**src/rtl/toggle_dec_pkg.sv**
```systemverilog
// toggle_dec_pkg: shared types and constants for the toggle-encoded event
// decoder (toggle_decoder and its optional input synchronizer).
package toggle_dec_pkg;

  // Decoder control state: ARM settles the edge detector, RUN counts edges.
  typedef enum logic [0:0] {
    ARM = 1'b0,
    RUN = 1'b1
  } tdec_state_e;

  // Depth of the optional input synchronizer.
  localparam int SYNC_STAGES = 2;

  // Cycles spent in ARM. With the synchronizer, ARM must outlast the
  // synchronizer pipeline so t_prev captures a flushed, settled level.
  localparam int ARM_CYCLES_NOSYNC = 1;
  localparam int ARM_CYCLES_SYNC   = SYNC_STAGES + 1;

  // Width of the ARM cycle counter; large enough for either ARM length.
  localparam int ARM_CNT_W = 2;

  // Last ARM counter value before moving to RUN, for a given ARM length.
  function automatic logic [ARM_CNT_W-1:0] arm_last(input int arm_len);
    arm_last = ARM_CNT_W'(arm_len - 1);
  endfunction

endpackage

```
**src/rtl/toggle_dec_sync.sv**
```systemverilog
// toggle_dec_sync: multi-flop synchronizer for the asynchronous toggle line.
// Every stage resets to 0 so the decoder re-arms from a known level.
module toggle_dec_sync
  import toggle_dec_pkg::*;
(
  input  logic clk,
  input  logic rst,
  input  logic d,
  output logic q
);

  logic [SYNC_STAGES-1:0] sync_q;
  logic [SYNC_STAGES-1:0] sync_d;

  // Shift the raw line into the bottom of the synchronizer chain.
  always_comb begin
    sync_d = {sync_q[SYNC_STAGES-2:0], d};
  end

  // Synchronizer flops with synchronous reset.
  always_ff @(posedge clk) begin
    if (rst) begin
      sync_q <= '0;
    end else begin
      sync_q <= sync_d;
    end
  end

  assign q = sync_q[SYNC_STAGES-1];

endmodule

```
**src/rtl/toggle_decoder.sv**
```systemverilog
// toggle_decoder: turns every transition of a toggle-encoded line into one
// event on a valid/ready stream, with a saturating pending count, a sticky
// overflow flag and a wrapping total-edge count.
//
// Build option: define TOGGLE_DEC_SYNC_EN to pass t_in through a two-flop
// synchronizer (t_in may then be asynchronous; latency 4 cycles, ARM 3
// cycles). Without it t_in must be synchronous (latency 2, ARM 1 cycle).
//
// Handshake: an event is offered while ev_valid (pend != 0); it is consumed
// at the posedge where ev_valid && ev_ready. ev_ready with ev_valid low is
// ignored. ev_valid may stay high across back-to-back accepts.
module toggle_decoder
  import toggle_dec_pkg::*;
#(
  parameter int CNT_W = 4,
  parameter int TOT_W = 8
) (
  input  logic             clk,
  input  logic             rst,
  input  logic             t_in,
  output logic             ev_valid,
  input  logic             ev_ready,
  output logic [CNT_W-1:0] pend,
  output logic [TOT_W-1:0] total,
  output logic             overflow,
  output logic             level
);

  localparam logic [CNT_W-1:0] PEND_MAX = '1;

  // Line as seen by the edge detector (optionally synchronized).
  logic line_s;

`ifdef TOGGLE_DEC_SYNC_EN
  localparam int ARM_LEN = ARM_CYCLES_SYNC;

  toggle_dec_sync u_sync (
    .clk (clk),
    .rst (rst),
    .d   (t_in),
    .q   (line_s)
  );
`else
  localparam int ARM_LEN = ARM_CYCLES_NOSYNC;

  assign line_s = t_in;
`endif

  localparam logic [ARM_CNT_W-1:0] ARM_LAST = arm_last(ARM_LEN);

  // State and datapath registers.
  tdec_state_e            state_q,    state_d;
  logic [ARM_CNT_W-1:0]   arm_cnt_q,  arm_cnt_d;
  logic                   t_q,        t_d;
  logic                   t_prev_q,   t_prev_d;
  logic [CNT_W-1:0]       pend_q,     pend_d;
  logic [TOT_W-1:0]       total_q,    total_d;
  logic                   overflow_q, overflow_d;

  logic edge_det;
  logic acc;

  // ARM/RUN sequencing: ARM counts out its settling cycles, then RUN forever.
  always_comb begin
    state_d   = state_q;
    arm_cnt_d = arm_cnt_q;
    case (state_q)
      ARM: begin
        if (arm_cnt_q == ARM_LAST) begin
          state_d   = RUN;
          arm_cnt_d = '0;
        end else begin
          arm_cnt_d = arm_cnt_q + 1'b1;
        end
      end
      RUN: begin
        state_d = RUN;
      end
      default: begin
        state_d   = ARM;
        arm_cnt_d = '0;
      end
    endcase
  end

  // Edge detect. In ARM, t_prev takes the same value t_q is loading, so the
  // pair agrees on entry to RUN and the level at reset release is not an edge.
  always_comb begin
    t_d      = line_s;
    t_prev_d = (state_q == ARM) ? t_d : t_q;
    edge_det = (state_q == RUN) && (t_q ^ t_prev_q);
  end

  // Pending, total and overflow updates. An edge against a saturated pending
  // count with no accept is lost and flagged; total counts it regardless.
  always_comb begin
    acc        = ev_valid && ev_ready;
    pend_d     = pend_q;
    total_d    = total_q;
    overflow_d = overflow_q;
    if (edge_det) begin
      total_d = total_q + 1'b1;
    end
    case ({edge_det, acc})
      2'b10: begin
        if (pend_q == PEND_MAX) begin
          overflow_d = 1'b1;
        end else begin
          pend_d = pend_q + 1'b1;
        end
      end
      2'b01: begin
        pend_d = pend_q - 1'b1;
      end
      default: begin
        pend_d = pend_q;
      end
    endcase
  end

  // All registers, synchronous active-high reset; reset re-enters ARM.
  always_ff @(posedge clk) begin
    if (rst) begin
      state_q    <= ARM;
      arm_cnt_q  <= '0;
      t_q        <= 1'b0;
      t_prev_q   <= 1'b0;
      pend_q     <= '0;
      total_q    <= '0;
      overflow_q <= 1'b0;
    end else begin
      state_q    <= state_d;
      arm_cnt_q  <= arm_cnt_d;
      t_q        <= t_d;
      t_prev_q   <= t_prev_d;
      pend_q     <= pend_d;
      total_q    <= total_d;
      overflow_q <= overflow_d;
    end
  end

  assign ev_valid = (pend_q != '0);
  assign pend     = pend_q;
  assign total    = total_q;
  assign overflow = overflow_q;
  assign level    = t_q;

endmodule
```
**config.mk**
```make
export PLATFORM = sky130hd
export DESIGN_NAME = toggle_decoder
export DESIGN_NICKNAME = d
export VERILOG_FILES = /design/src/rtl/toggle_dec_pkg.sv /design/src/rtl/toggle_dec_sync.sv /design/src/rtl/toggle_decoder.sv
export SDC_FILE = /design/constraint.sdc
export NUM_CORES = 1
export LEC_CHECK = 0
export CAP_MARGIN = 5
export CORE_ASPECT_RATIO = 1.2
export CORE_MARGIN = 2
export CORE_UTILIZATION = 35
export CTS_CLUSTER_DIAMETER = 200
export CTS_CLUSTER_SIZE = 25
export DETAILED_ROUTE_END_ITERATION = 10
export PLACE_DENSITY_LB_ADDON = 0.25
export REMOVE_ABC_BUFFERS = 1
export SLEW_MARGIN = 25
export SYNTH_ARGS = -nofsm -noshare
export SYNTH_HDL_FRONTEND = slang
export SYNTH_SLANG_ARGS = --single-unit
export TNS_END_PERCENT = 5
```
**constraint.sdc**
```tcl
create_clock -name clk -period 3.2 [get_ports clk]
set_input_delay 0.64 -clock clk [delete_from_list [all_inputs] [get_ports clk]]
set_output_delay 0.64 -clock clk [all_outputs]
set_load 0.01 [all_outputs]
```
# After elaboration in Yosys (flattened, before gate mapping)
# Cells that the tools add are included.
[word_totals] mem_bits_rw=0 elab_cells=30 rom_bits=0 regBits=18 n_memories=0 latch_bits=0
[classes] n_shift=0 bitwise_logic=2 n_addsub=4 eq_ne=4 muxes=6 n_div=0 n_mul=0 reduce_logical=7 magnitude_cmp=0
[op_table] op="adder 8 x 1 -> 8 bit (second input constant)" n=1
[op_table] op="one-hot mux 4 bit (2 select lines)" n=1
[op_table] op="adder 4 x 1 -> 4 bit (second input constant)" n=1
[op_table] op="equality test 4 bit (second input constant)" n=1
[op_table] op="two-way mux 4 bit" n=1
[op_table] op="AND reduction 2 bit" n=2
[op_table] op="nonzero test 4 bit" n=1
[op_table] op="subtractor 4 x 1 -> 4 bit (second input constant)" n=1
[op_table] op="adder 2 x 1 -> 2 bit (second input constant)" n=1
[op_table] op="equality test 2 x 1 -> 1 bit (second input constant)" n=1
[op_table] op="equality test 2 bit (second input constant)" n=1
[op_table] op="logical AND 1 bit" n=2
[op_table] op="logical NOT 2 bit" n=1
[op_table] op="two-way mux 1 bit" n=2
[op_table] op="two-way mux 2 bit" n=1
[op_table] op="inequality test 2 bit (second input constant)" n=1
[op_table] op="one-hot mux 1 bit (2 select lines)" n=1
[op_table] op="nonzero test 2 bit" n=1
[op_table] op="NOT 1 bit" n=1
[op_table] op="bitwise XOR 1 bit" n=1

# Logic depth before layout (Yosys ltp)
# Gate-level depths: netlist (run 1).
[logic_depth] ltp_word=5 ltp_mapped=8 ltp_nobuf=8

# Worst setup path before layout (run 1)
# No wires, ideal clock.
[synth_path] path_type="register to register" startpoint="register pend_q[0] (netlist: pend[0])" endpoint="register pend_q[3] (netlist: pend[3])" arrival_time_ns=2.344 path_stages_with_launch=9 slack_ns=0.732 t_required_ns=3.077 synth_period_minus_slack_ns=2.468 cell_sequence="dfxtp_1 -> o41a_1 -> o21ai_1 -> inv_1 -> ha_1 -> a21o_2 -> a21oi_1 -> mux2i_1 -> mux2_1"
[synth_via] elab_chain_len=5 word_cells_on_any_way=12 cone_classes="add/sub: 2; eq/ne: 4; mux: 2; reduce/logical: 4"
[synth_lines] element="start, declared" line="toggle_decoder.sv:56" text="logic [CNT_W-1:0] pend_q, pend_d;"
[synth_lines] element="start signal, assigned" line="toggle_decoder.sv:136" text="pend_q <= pend_d;"
[synth_lines] element="parallel branches: the longest is 5 deep, another holds adder 4 x 1 -> 4 bit"
# Several ways; the timed one is not identified. The select of a mux whose other input is x is not followed.
# A chain may end at the register's enable or synchronous reset.

# Worst setup path after layout (run 1)
[layout_path] startpoint="input port ev_ready" endpoint="register pend_q[3] (netlist: pend[3])"
[layout_via] elab_chain_len=4 word_cells_on_any_way=7 cone_classes="eq/ne: 3; mux: 1; reduce/logical: 3"
[layout_lines] element="start, declared" line="toggle_decoder.sv:22" text="input logic ev_ready,"
[layout_lines] element="logical AND 1 bit *" line="toggle_decoder.sv:97" text="acc = ev_valid && ev_ready;"
[layout_lines] element="equality test 2 bit or equality test 2 x 1 -> 1 bit (tied branches)" line="toggle_decoder.sv:104" text="case ({edge_det, acc})"
[layout_lines] element="inequality test 2 bit (no source line) or nonzero test 2 bit (tied branches)"
[layout_lines] element="AND reduction 2 bit (no source line)"
# Mark *: on every way between the ends. The rest lies on a longest branch, timed or not.

==> results of run 1 <==
[registers in the layout (all words and copies together), names as in the netlist]
| register | flops |
|---|---|
| arm_cnt_q | 2 |
| pend | 4 |
| state_q | 1 |
| total | 8 |
| overflow | 1 |
| level | 1 |
| t_prev_q | 1 |
[kinds of logic after synthesis]
logic type | share of synthesized area
XOR/XNOR | 0.06759
adder cells (fa/ha/maj) | 0.09104
multiplexers | 0.06897
buffers and inverters | 0.04552
AND/OR/NAND/NOR | 0.2152
AO/OA/AOI/OAI | 0.1145
flip-flops | 0.3972
[metal layers]
metal,global-route usage,wire (um),vias to the layer above
met1,0.1512,838,342
li1,-,-,389
met4,0.1004,48,0
met3,0.03000,40,5
met5,0,0,-
met2,0.2049,788,14
[power by group]
part / internal, mW / switching (mW)
registers: 0.248 / 0.0381
clock network: 0.0694 / 0.0719
logic: 0.148 / 0.126
total: 0.465 / 0.236
[cells in the mapped netlist (3+ instances only)]
cell      n  area [um2]
a21oi_1   6       30.03
nand2_1   3       11.26
o21ai_0   3       15.01
xnor2_1   3       26.28
nand3_1   6       30.03
ha_1      5       62.56
xor2_1    4       35.03
dfxtp_1  18       360.4
nor2_1   12       45.04
mux2i_1   4       40.04
nor2b_1   3       18.77
inv_1     6       22.52
[final timing paths]
| kind | start | end | slack, ns | depth (start not counted) |
|---|---|---|---|---|
| setup reg to reg | pend[0] | pend[3] | 0.58 | 8 |
| hold / removal | total[7] | total[7] | 0.49 | 2 |
| hold reg to reg | total[7] | total[7] | 0.49 | 2 |
| setup / recovery | ev_ready | pend[3] | 0.53 | 9 |
[layout by cell type (no fill, tap or decap), types with 2 or more instances in the layout]
cell type and n:
a21oi_1 6, and3_1 2, buf_4 2, clkbuf_4 3, clkdlybuf4s50_1 18, dfxtp_1 18
ha_1 5, inv_1 6, mux2i_1 4, nand2_1 3, nand3_1 6, nand4_1 2
nor2_1 12, nor2b_1 3, nor3_1 2, o21ai_0 3, or3_1 2, xnor2_1 3
xor2_1 4
[metrics by stage]
step	hold slack, ns	std cells	total power [mW]	instance area, um2	setup slack, ns
after global routing	0.5240	153	0.7505	1161	0.3742
after global placement	0.4677	149	0.5557	1125	0.2843
after floorplan	0.4634	96	0.4528	888.4	0.7324
final	0.4906	153	0.7014	1161	0.5253
after CTS	0.4965	153	0.7096	1161	0.5251
after detailed placement	0.4790	149	0.5678	1125	0.2052
[final cells by class]
type,count,area [um2],share of cell area
clock buffers,4,36.28,0.03125
inverters,6,22.52,0.01940
multi-input cells,72,505.5,0.4353
flip-flops and latches,18,360.3,0.3103
well taps,33,41.29,0.03556
repair buffers,20,195.2,0.1681
[critical path, stage by stage]
cell	delay, ns
clkdlybuf4s50_1	0.42
o41a_1	0.14
o21ai_1	0.26
inv_1	0.18
ha_1	0.31
a21o_2	0.21
a21oi_1	0.16
mux2i_1	0.22
mux2_1	0.33
==> results.cfg, run 1 <==
[cells_and_area]
area_growth_pct = 28.00
diodes = 0
fin_util = 0.4640
finalNetCount = 131
num-fill-cells = 255
drive_above_1_share = 0.1000

[critical_path]
end_kind = flop
crit_type = input port to flop
crit_arrival_ns = 2.88
worstSetupStartpointType = input port
critPathRequiredTime_ns = 3.40
path_max_fanout = 6

[global_route]
gr-usage-all-layers = 0.1294
grt_pass1_wl_mm = 2.870
grt_pass1_vias = 691
grt_max_degree = 14
antenna_found_initial = 0
grt-ovfl-total = 0

[sta]
slew_viol_final = 0
fin_crit_ns = 2.675
final_hold_viol_count = 0
fmax_ghz = 0.3739
maxSlewHeadroom = 0.6560
rsz0062_at_grt = no
fin_crit_sh = 0.8358
worst_pin_slew_ns = 0.5144
setup_viol = 0
fin_setup_tns_ns = 0
finClkSkew_ns = 0.01005

[detailed_routing]
route.detailed.drc = 0
via_per_inst = 4.902
dr_total_vias = 750
wl_mm = 1.717
wire_per_inst_um = 11.22
dr.first_iter.drc_count = 7
ant_nets = 0
first_pass_iters = 4

[cts]
holdBufCountCts = 0
clk-insertion-delay-late_ns = 0.30
cts_setup_buffers = 0
cts_tree = yes
cts_buffers = 3
cts_buffer_depth = 2
cts_sinks = 18
clk_pin_slew_ns = 0.11
htree_num_levels = 1
cts_resized = 0
cts-root-buf = clkbuf_4

[hold_path]
hp-class = flop to flop

[placed_design]
port_buffers = 18
place.detailed.hpwl_mm = 1.302
gp_congestion = 0.8821

[logic_synthesis]
synth_seq_area_share = 0.3972
synth_area_um2 = 907.1
syn_area_per_cell_um2 = 9.163
ys_dominant_reg_cell = dfxtp_1
synth_cell_types = 33
ys_ff_latch = 18
yosysWarnings = 0
async_reset_ff_frac = 0
synth-edff-count = 0
synthCells = 99

[flow_run]
max_cap_violations = 0

[floorplanning]
rows = 20
ios = 19
die-area_um2 = 3017
core_um2 = 2502
initial_utilization = 0.3625
die_w_um = 50.48
fp.dieH_um = 59.77

[power_and_ir_drop]
powerDensity_nw_per_um2 = 604.0
vdd_drop_max_v = 0.0003115
total_leakage_power_nw = 0.4576

[status]
outcome = completed
Note: power is estimated with default switching activity, not from simulation.
==> inputs of run 2 (changes only) <==
==> constraint.sdc (replaced) <==
create_clock -name clk -period 2.37 [get_ports clk]
set_input_delay 0.474 -clock clk [delete_from_list [all_inputs] [get_ports clk]]
set_output_delay 0.474 -clock clk [all_outputs]
set_load 0.01 [all_outputs]
==> results.cfg, run 2 (same netlist as run 1, synthesis figures left out) <==
[status]
outcome = completed

[cells_and_area]
finalNetCount = 139
final_common_cell = dfxtp_1
largest_reg_flops = 8
layout_common_cells = 18 x dfxtp_1, 17 x clkdlybuf4s50_1, 12 x nor2_1
stdcell_count = 161
diodes = 0
area_growth_pct = 34.90
fin_util = 0.4890
drive_above_1_share = 0.1641

[sta]
slew_viol_final = 0
fin_crit_sh = 0.9717
final_hold_viol_count = 0
setup_viol = 0
fin_crit_ns = 2.303
fin_setup_tns_ns = 0
worst_pin_slew_ns = 0.5068
maxSlewHeadroom = 0.6590
fmax_ghz = 0.4342
fin_ws_ns = 0.06709
finClkSkew_ns = 0.003099

[hold_path]
hp-class = flop to flop
hp-start = total[7]

[floorplanning]
ios = 19
die-area_um2 = 3017
initial_utilization = 0.3625
rows = 20
die_w_um = 50.48
core_um2 = 2502
fp.dieH_um = 59.77

[placed_design]
gp_congestion = 0.8469
place.detailed.hpwl_mm = 1.482
port_buffers = 18
dpl.cell_count = 157
place_ws_ns = -0.2291

[power_and_ir_drop]
total_power_mw = 1.051
total_leakage_power_nw = 0.5020
powerDensity_nw_per_um2 = 859.3
vdd_drop_max_v = 0.0003701

[global_route]
grt_pass1_vias = 822
gr-usage-all-layers = 0.1544
grt-ovfl-total = 0
grt_pass1_wl_mm = 3.512
antenna_found_initial = 0
grt_max_degree = 12

[critical_path]
crit_arrival_ns = 2.50
path_max_fanout = 2
end_kind = flop
slowest_delay_ns = 0.48
r2r_start = pend[0]
worstSetupStartpointType = input port
critPathLaunch = ev_ready
crit_chain = clkdlybuf4s50_1 > o41a_1 > o21ai_2 > inv_1 > ha_1 > a21o_2 > a21oi_1 > mux2i_1 > mux2_1
crit_type = input port to flop
r2r_slack_ns = 0.09
crit_slowest_cell = clkdlybuf4s50_1
critPathRequiredTime_ns = 2.56

[detailed_routing]
dr_total_vias = 779
first_pass_iters = 3
via_per_inst = 4.839
wire_per_inst_um = 12.00
dr.first_iter.drc_count = 2
wl_mm = 1.932
ant_nets = 0
route.detailed.drc = 0

[cts]
cts_buffers = 3
cts_sinks = 18
cts-root-buf = clkbuf_4
htree_num_levels = 1
holdBufCountCts = 0
clk_pin_slew_ns = 0.11
cts_buffer_depth = 2
clk-insertion-delay-late_ns = 0.30
cts_tree = yes

[flow_run]
max_cap_violations = 0
run 2: cell types whose count changed in the layout (fill, tap and decap cells not counted):
cell / before / now
buf_4: 2 / 10
clkdlybuf4s50_1: 18 / 17
dlygate4sd2_1: 0 / 1
o21ai_1: 1 / 0
o21ai_2: 0 / 1
run 2: routing by layer:
layer	vias to the layer above	global-route usage	part of all wire
met4	0	0.09653	0.026
met2	15	0.2613	0.48
met5	-	0	0
li1	405	-	-
met1	353	0.1842	0.46
met3	6	0.02250	0.026
run 2: path summary, 6_finish.rpt:
kind,depth (start not counted),end
worst max-delay path,9,pend[3]
worst min-delay path,2,total[7]
worst max register to register,8,pend[3]
worst min register to register,2,total[7]
run 2: cell type report:
cell class,count,area (um2)
clock buffers,4,36.28
well taps,33,41.29
inverters,6,22.52
multi-input cells,72,509.2
repair buffers,28,254.0
flip-flops and latches,18,360.3
fillers,242,1279
run 2: critical path: cells and delay by family:
family	cells	cell delay [ns]
adders and majority gates	1	0.25
buffers and inverters	2	0.57
muxes	2	0.54
AOI/OAI and AO/OA	4	0.67
run 2: per-stage QoR:
step,instance area [um2],hold WS [ns]
after floorplan,888.4,0.4634
after global routing,1224,0.5212
final,1224,0.4949
after global placement,1185,0.4692
after detailed placement,1185,0.4820
after CTS,1220,0.5005
run 2: power breakdown:
part	total [mW]	internal, mW	switching [mW]
logic	0.504	0.269	0.235
clock network	0.193	0.0937	0.0991
registers	0.355	0.334	0.0204
total	1.05	0.697	0.354
run 2: what timing repair did:
item | 4_1_cts | 5_1_grt
resized for setup | 1 | 1
setup endpoints to repair | 1 | 1
setup buffers | 0 | 0
==> inputs of run 3 (changes only) <==
--- a/config.mk
+++ b/config.mk
@@ -10,7 +10,6 @@
 export CORE_MARGIN = 2
 export CORE_UTILIZATION = 35
 export CTS_CLUSTER_DIAMETER = 200
-export CTS_CLUSTER_SIZE = 25
 export DETAILED_ROUTE_END_ITERATION = 10
 export PLACE_DENSITY_LB_ADDON = 0.25
 export REMOVE_ABC_BUFFERS = 1
==> results of run 3 <==
Final layout, timing and power as in run 2 (identical DEF).
